[config.mk]
export PLATFORM = sky130hd
export DESIGN_NAME = cla_sum_pipe
export DESIGN_NICKNAME = d
export VERILOG_FILES = /design/src/rtl/alu_pkg.sv /design/src/rtl/cla_block_lookahead.sv /design/src/rtl/cla_sum_pipe.sv
export SDC_FILE = /design/constraint.sdc
export NUM_CORES = 1
export LEC_CHECK = 0
export CORE_MARGIN = 2
export CORE_UTILIZATION = 56
export DETAILED_ROUTE_END_ITERATION = 10
export HOLD_SLACK_MARGIN = 0.05
export PLACE_DENSITY = 0.86
export SLEW_MARGIN = 5
export SYNTH_ARGS = -nofsm -noshare
export SYNTH_HDL_FRONTEND = slang
export SYNTH_SLANG_ARGS = --single-unit
[constraint.sdc]
create_clock -name clock -period 3.85 [get_ports clock]
set_input_delay 0.5775 -clock clock [delete_from_list [all_inputs] [get_ports clock]]
set_output_delay 0.5775 -clock clock [all_outputs]
set_load 0.02 [all_outputs]
[src/rtl/alu_pkg.sv]
// Shared ALU adder types and block lookahead helper.
// Default sizing for the carry-lookahead sum pipeline.
package alu_pkg;

  localparam int DEF_WIDTH = 32;
  localparam int DEF_BLK   = 8;
  localparam int NBLK      = DEF_WIDTH / DEF_BLK;

  typedef logic [DEF_WIDTH-1:0] word_t;
  typedef logic [DEF_BLK-1:0]   blk_t;
  typedef logic [NBLK-1:0]      nblk_t;

  // Group {generate, propagate} of one block, OR-propagate form.
  function automatic logic [1:0] blk_gp(
    input blk_t g,
    input blk_t p
  );
    logic bg;
    logic bp;
    bg = 1'b0;
    bp = 1'b1;
    for (int i = 0; i < DEF_BLK; i++) begin
      bg = g[i] | (p[i] & bg);
      bp = bp & p[i];
    end
    return {bg, bp};
  endfunction

endpackage

[src/rtl/cla_block_lookahead.sv]
// Intra-block carries of one lookahead block from its carry-in.
// c[i] is the carry into bit i; c[0] equals ci.
module cla_block_lookahead
  import alu_pkg::*;
#(
  parameter int BLK = DEF_BLK
) (
  input  logic [BLK-1:0] g,
  input  logic [BLK-1:0] p,
  input  logic           ci,
  output logic [BLK-1:0] c
);

  // Each carry is the group G/P of its bit prefix; upper bits are
  // masked to transparent (g=0, p=1) so one helper covers all widths.
  for (genvar i = 0; i < BLK; i++) begin : g_c
    localparam logic [BLK-1:0] M = (BLK'(1) << i) - BLK'(1);
    logic [1:0] gp;
    assign gp   = blk_gp(g & M, p | ~M);
    assign c[i] = gp[1] | (gp[0] & ci);
  end

endmodule

[src/rtl/cla_sum_pipe.sv]
// Two-stage carry-lookahead sum stage with valid/ready handshake.
// Define CLA_SUM_ZERO_FLAG_EN to add the registered zero output.
module cla_sum_pipe
  import alu_pkg::*;
#(
  parameter int WIDTH = DEF_WIDTH,
  parameter int BLK   = DEF_BLK
) (
  input  logic             clock,
  input  logic             reset_n,
  input  logic             in_valid,
  output logic             in_ready,
  input  logic [WIDTH-1:0] g,
  input  logic [WIDTH-1:0] p,
  input  logic             cin,
  output logic             out_valid,
  input  logic             out_ready,
  output logic [WIDTH-1:0] sum,
  output logic             cout,
  output logic             ovf
`ifdef CLA_SUM_ZERO_FLAG_EN
  ,
  output logic             zero
`endif
);

  localparam int NB = WIDTH / BLK;

  logic             s1_valid;
  logic [WIDTH-1:0] s1_g;
  logic [WIDTH-1:0] s1_p;
  logic             s1_cin;
  logic [NB-1:0]    s1_bg;
  logic [NB-1:0]    s1_bp;

  logic             s2_ready;
  logic             in_fire;
  logic             s1_adv;

  assign s2_ready = ~out_valid | out_ready;
  assign in_ready = ~s1_valid | s2_ready;
  assign in_fire  = in_valid & in_ready;
  assign s1_adv   = s1_valid & s2_ready;

  logic [NB-1:0] nbg;
  logic [NB-1:0] nbp;

  for (genvar k = 0; k < NB; k++) begin : g_s1
    assign {nbg[k], nbp[k]} =
      blk_gp(g[k*BLK +: BLK], p[k*BLK +: BLK]);
  end

  always_ff @(posedge clock or negedge reset_n) begin
    if (!reset_n) begin
      s1_valid <= 1'b0;
      s1_g     <= '0;
      s1_p     <= '0;
      s1_cin   <= 1'b0;
      s1_bg    <= '0;
      s1_bp    <= '0;
    end else begin
      if (in_fire) begin
        s1_valid <= 1'b1;
        s1_g     <= g;
        s1_p     <= p;
        s1_cin   <= cin;
        s1_bg    <= nbg;
        s1_bp    <= nbp;
      end else if (s1_adv) begin
        s1_valid <= 1'b0;
      end
    end
  end

  // Block carries: prefix group terms are cin-independent,
  // so cin reaches every block through one AND-OR level.
  logic [NB:0] pre_g;
  logic [NB:0] pre_p;
  logic [NB:0] bc;

  always_comb begin
    pre_g    = '0;
    pre_p    = '1;
    for (int k = 0; k < NB; k++) begin
      pre_g[k+1] = s1_bg[k] | (s1_bp[k] & pre_g[k]);
      pre_p[k+1] = pre_p[k] & s1_bp[k];
    end
  end

  assign bc = pre_g | (pre_p & {(NB+1){s1_cin}});

  logic [WIDTH-1:0] carry;

  for (genvar k = 0; k < NB; k++) begin : g_s2
    cla_block_lookahead #(.BLK(BLK)) u_blk (
      .g  (s1_g[k*BLK +: BLK]),
      .p  (s1_p[k*BLK +: BLK]),
      .ci (bc[k]),
      .c  (carry[k*BLK +: BLK])
    );
  end

  logic [WIDTH-1:0] nsum;
  logic             novf;

  assign nsum = (s1_p & ~s1_g) ^ carry;
  assign novf = carry[WIDTH-1] ^ bc[NB];

  always_ff @(posedge clock or negedge reset_n) begin
    if (!reset_n) begin
      out_valid <= 1'b0;
      sum       <= '0;
      cout      <= 1'b0;
      ovf       <= 1'b0;
`ifdef CLA_SUM_ZERO_FLAG_EN
      zero      <= 1'b0;
`endif
    end else begin
      if (s1_adv) begin
        out_valid <= 1'b1;
        sum       <= nsum;
        cout      <= bc[NB];
        ovf       <= novf;
`ifdef CLA_SUM_ZERO_FLAG_EN
        zero      <= ~|nsum;
`endif
      end else if (out_ready) begin
        out_valid <= 1'b0;
      end
    end
  end

endmodule
==> run metrics, run 1 <==
# DRC=0; Root Driver=clkbuf_8; Reg2Reg Depth=5; critical path type=in2out; Resized Gates After CTS=0; initial DRC count=190; critical path's slowest cell=clkdlybuf4s50_1; initial antenna violation count=0; worst skew pair latency=approximately 0.36 ns; GRT Util Overall=24.2%; Final Setup Violations=0; fmax=between 400 and 500 MHz; worst r2r src=out_valid; fin nets=roughly 740; status=complete, no violations; post-synthesis net count=about 640; DR pass1 iterations=5; r2r endpoint=sum[27]; routability congestion estimate=around 0.87; RSZ-0062 raised after global routing=no; postcts setup bufs=0; largest driver fanout on the critical path=4; Die Y=a little over 100 um; CP cell instances=clkdlybuf4s50_1 > nand3b_1 > clkdlybuf4s50_1; H-tree depth=3; sequential cell area=roughly 2700 sq um; pin count of the biggest net entering global routing=between 80 and 90; CP max stage delay=~0.63 ns; Avg Cell Area, Syn=slightly above 9 sq um; number of I/O port buffers=around 100; core region area=between 9000 and 10000 sq um; cts hold-fix bufs=0; min Tclk post-route=roughly 2.4 ns; clk buf depth=2; ys async rst share=100%; gr ovfl total=0; drt via density=around 5.7; synth unique cells=44; number of global-route vias before repair=around 4300; Routed Wire Length=approximately 12000 um; Cell Area, Synth=around 5300 sq um; Fin Setup TNS=0 ns; post-synthesis register bit count=approximately 110; reg2reg setup slack=approximately 1.9 ns; Final Max Slew Viols=0; layout cells sized above 1=between 8 and 9%; Routed Antenna Nets=0; cell row count=35; Layout area overhead=24.7%; CP Capture Type=primary output; # IOs=about 110; initial core utilization=just under 60%; largest area contributor in the netlist=dfrtp_1; met2 Use GR=between 40% and 50%; CTS tree=done; crit share post-route=between 60 and 70%; Seq/Total Area, Yosys=51.4%; multi-input combinational cell area=around 2500 sq um; Slew headroom=a little over a third; Hold WC Path Type=in2async; max-cap viol count=0; vias=approximately 4500; DP HPWL=about 8700 um; die area=a little over 10000 sq um; clock skew=0.0129 ns; GRT busiest layer=met2; WHS=approximately 0.37 ns; Ys Warns=0; met1 GRT Util=approximately a third; met3 GRT Util=between 3 and 4%; VDD IR-drop max=approximately 290 uV; most used cell, CP=clkdlybuf4s50_1; dominant cells by area after synthesis=dfrtp_1 51%, nand2_1 11%, mux2_2 5.7%; CP Launch Type=input port; first-pass GRT wire length=between 15000 and 20000 um; Worst setup endpoint=in_ready; Least-Margin Pin Slew=around 0.97 ns; Post-Synthesis Cells=roughly 570; drt wl/cell=around 15 um; top-area cell type share of the netlist area=about half; cell with the most instances after synthesis=nand2_1; power per cell area=approximately 490 nW/um^2; synth cell count leaders=162 x nand2_1, 109 x dfrtp_1, 42 x o21ai_0; Worst-path clk slew=roughly 0.10 ns; Filler cells=around 690; crit path DAT=between 1.5 and 2 ns; Worst EP required=3.27 ns; Critical Path Start=out_ready; Die X=approximately 100 um; Diodes inserted=0; EDFF count, synth=0; Num CTS Buffers=9; CTS Sinks=roughly 110; Pleak=between 2 and 3 nW; Top FF cell, synth=dfrtp_1; Final Hold Fails=0
stage by stage:
stage / cell area [sq um] / util (%) / setup WS (ns) / power, W / instances
6_report: 6620 / 71.9 / 1.44 / 0.00324 / 781
5_1_grt: 6620 / 71.9 / 1.40 / 0.00343 / 781
4_1_cts: 6620 / 71.9 / 1.43 / 0.00326 / 781
3_5_place_dp: 6430 / 70.0 / 1.20 / 0.00260 / 766
3_3_place_gp: 6430 / 70.0 / 1.26 / 0.00256 / 766
2_1_floorplan: 5310 / - / 1.83 / 0.00212 / 568
metal layers:
| metal | vias up | routed length [um] |
|---|---|---|
| li1 | 2155 | - |
| met1 | 2144 | 5160 |
| met2 | 141 | 6120 |
| met3 | 11 | 646 |
| met4 | 0 | 147 |
| met5 | - | 0 |
cells in the final DEF (no fill, tap or decap), types with 3 or more instances in the layout:
cell,instances
a211oi_1,7
a21o_1,12
a21oi_1,27
a31oi_1,3
and2_1,3
and3_1,3
buf_4,6
clkbuf_8,9
clkdlybuf4s50_1,103
dfrtp_1,109
inv_1,5
mux2_2,27
nand2_1,161
nand2b_1,21
nand3_1,11
nand4_1,6
nor2_1,4
nor2b_1,13
nor3_1,15
o211ai_1,10
o21a_1,3
o21ai_0,42
o31ai_1,4
o41ai_1,4
or2_2,3
or3_1,9
xnor2_1,22
sequential cells by signal (all words and copies together) (netlist names):
register / count
s1_bg: 4
s1_g: 32
ovf: 1
sum: 32
s1_p: 32
s1_cin: 1
out_valid: 1
s1_bp: 4
cout: 1
s1_valid: 1
how the worst min path moves through the flow:
stage	end	slack (ns)	cells after the start
detailed placement	s1_g[23]	0.46	2
global placement	s1_g[23]	0.45	2
finish	s1_g[9]	0.37	1
global route	sum[10]	0.44	1
CTS	s1_g[9]	0.41	1
floorplan	cout	0.28	0
report_power, final:
group / switching [W] / internal (W)
logic: 0.000527 / 0.000515
registers: 0.000178 / 0.00136
clock network: 0.000365 / 0.000299
cells by family after synthesis:
| family | Yosys count | share of synthesized area (%) |
|---|---|---|
| AND/OR/NAND/NOR | 256 | 21.9 |
| AO/OA/AOI/OAI | 126 | 15.1 |
| flip-flops | 109 | 51.4 |
| multiplexers | 28 | 5.92 |
| buffers and inverters | 27 | 2.03 |
| XOR/XNOR | 22 | 3.63 |
cell type report:
type	instances	area share [%]
tap	111	2.10
clock buffer	11	1.99
inverter	5	0.284
clock inverter	4	0.738
multi-input combinational	432	37.4
sequential	109	41.2
timing repair buffer	109	16.3
worst max-delay path, delay by kind of cell:
kind / cells / cell delay [ns]
buffers and inverters: 2 / 1.10
and+or+nand+nor: 1 / 0.16
No activity file was read; power rests on OpenSTA's default activity.
==> run 2: changes to the inputs <==
--- a/config.mk
+++ b/config.mk
@@ -6,10 +6,10 @@
 export NUM_CORES = 1
 export LEC_CHECK = 0
 export CORE_MARGIN = 2
-export CORE_UTILIZATION = 56
+export CORE_UTILIZATION = 47
 export DETAILED_ROUTE_END_ITERATION = 10
 export HOLD_SLACK_MARGIN = 0.05
-export PLACE_DENSITY = 0.86
+export PLACE_DENSITY = 0.77
 export SLEW_MARGIN = 5
 export SYNTH_ARGS = -nofsm -noshare
 export SYNTH_HDL_FRONTEND = slang
==> constraint.sdc (replaced) <==
create_clock -name clock -period 2.22 [get_ports clock]
set_input_delay 0.333 -clock clock [delete_from_list [all_inputs] [get_ports clock]]
set_output_delay 0.333 -clock clock [all_outputs]
set_load 0.02 [all_outputs]
==> run 2 against run 1 <==
Hold slack gained 0.10 ns. Global-route usage down 1.9 points. Sequential share of layout area is 1.5 points lower. Clock power up 130%. Cell count grew 4.5%. Die area increased by 18%. Power is 87% higher. Final area up 3.8%. Count of clock-buffer cells in the layout shrank 1. First-iteration DRC count is 16% higher. Routed wire length is 5.6% higher. Critical path type unchanged.
==> run metrics, run 2 (synthesized netlist as in run 1, its figures left out) <==
status=complete, no violations; GRT busiest layer=met2; initial core utilization=48.5% (-9.2 points); overall power=0.00605 W (+87%); Final Util=62.8% (-9.1 points); crit share post-route=between 80 and 90%; number of I/O port buffers=104 (unchanged); cell row count=38 (+8.6%); Routed Wire Length=12700 um (+5.6%); DP HPWL=9360 um (+7.0%); met3 GRT Util=4.94% (+1.1 points); Layout area overhead=29.5%; Resized Gates After CTS=0 (unchanged); min Tclk post-route=a little under 2 ns; biggest regs=s1_g: 32 flops, s1_p: 32 flops, sum: 32 flops; commonest non-fill, non-tap cell in the layout=nand2_1; Routed Antenna Nets=0 (unchanged); CP Launch Type=input port; gr ovfl total=0 (unchanged); # IOs=105 (unchanged); Final Setup Violations=0 (unchanged); Placed Cells incl. Taps=799 (+4.3%); power per cell area=881 nW/um^2 (+80%); Pleak=2.97 nW (+3.4%); GRT Util Overall=22.2% (-1.9 points); hold path cells=2; Critical Path Start=out_ready; hold path startpoint=s1_g[31]; RSZ-0062 raised after global routing=no; initial DRC count=221 (+16%); drt via density=5.48 (-3.8%); met2 Use GR=36.6% (-5.0 points); Slew headroom=62.2% (+27 points); # DRC=0 (unchanged); crit path DAT=1.60 ns (-0.24 ns); critical path type=in2out; vias=4475 (+0.54%); most frequent cells in the layout=161 x nand2_1, 109 x dfrtp_1, 103 x clkdlybuf4s50_1, 42 x o21ai_0; Final Hold Fails=0 (unchanged); fmax=a little over 500 MHz; Final Max Slew Viols=0 (unchanged); reg2reg setup slack=0.34 ns (-1.55 ns); H-tree depth=3 (unchanged); Die Y=110 um (+8.8%); number of global-route vias before repair=4321 (+1.6%); WHS=0.475 ns (+0.102 ns); initial antenna violation count=0 (unchanged); Die X=110 um (+8.8%); CP Capture Type=primary output; core region area=10900 sq um (+19%); CTS tree=done; largest driver fanout on the critical path=4 (unchanged); worst skew pair latency=0.34 ns (-0.02 ns); clock skew=0.0121 ns (-0.000862 ns); VDD IR-drop max=470 uV (+62%); CTS Sinks=109 (unchanged); worst r2r src=s1_cin; DR pass1 iterations=5 (unchanged); fin nets=740 (+0.68%); Worst-path clk slew=0.07 ns (-0.03 ns); met1 GRT Util=29.4% (-2.7 points); Root Driver=clkbuf_16; Least-Margin Pin Slew=0.567 ns (-0.399 ns); die area=12200 sq um (+18%); Hold WC Path Type=reg2reg; layout cells sized above 1=9.02% (+0.96 points); Fin Setup TNS=0 ns (unchanged); routability congestion estimate=0.908 (+4.7%); Reg2Reg Depth=5 (unchanged); non-filler cells, final=816 (+4.5%); Diodes inserted=0 (unchanged); drt wl/cell=15.6 um (+1.1%); Worst EP required=1.89 ns (-1.38 ns); max-cap viol count=0 (unchanged); first-pass GRT wire length=20800 um (+5.9%); pin count of the biggest net entering global routing=51 (-37%); Num CTS Buffers=9 (unchanged); clk buf depth=2 (unchanged)
[run 2: cell count changes in the layout (fill, tap and decap cells not counted)]
cell	before	now
buf_4	6	4
inv_6	1	3
buf_12	0	6
clkbuf_16	0	9
clkbuf_8	9	1
clkinvlp_4	0	1
dlygate4sd3_1	0	1
bufinv_16	1	0
clkbuf_1	2	0
[run 2: layout make-up]
cell class                 count  area (sq um)
sequential                   109          2730
fill                         910          4070
tap                          140           175
clock inverter                 6          43.8
clock buffer                  10           239
multi-input combinational    432          2470
timing repair buffer         114          1190
inverter                       5          18.8
[run 2: report_power, final]
part	total (W)	switching [W]	internal, W
Combinational	0.00185	0.000930	0.000923
Clock	0.00154	0.000735	0.000801
Sequential	0.00266	0.000302	0.00236
Total	0.00605	0.00197	0.00409
[run 2: worst max-delay path: stages]
cell             delay [ns]
clkdlybuf4s50_1        0.47
nand3b_1               0.16
clkdlybuf4s50_1        0.64
[run 2: path summary, 6_finish.rpt]
kind	endpoint
max	in_ready
min	s1_g[31]
max reg2reg	ovf
min reg2reg	s1_g[31]
max in group asynchronous	s1_g[7]
min in group asynchronous	s1_g[10]
[run 2: routing by layer]
metal	share of wire (%)	wire (um)
met4	1.3	161
met2	49	6280
met5	0	0
met1	43	5470
met3	6.5	833
[run 2: timing repair]
item	4_1_cts	5_1_grt
endpoints found under the hold margin	40	0
buffers inserted	0	0
hold buffers	1	0
[run 2: per-stage QoR]
step / instance area [sq um] / setup slack (ns)
final: 6870 / 0.290
after global routing: 6870 / 0.202
after CTS: 6870 / 0.287
after detailed placement: 6580 / 0.298
after global placement: 6580 / 0.314
after floorplan: 5310 / 0.296
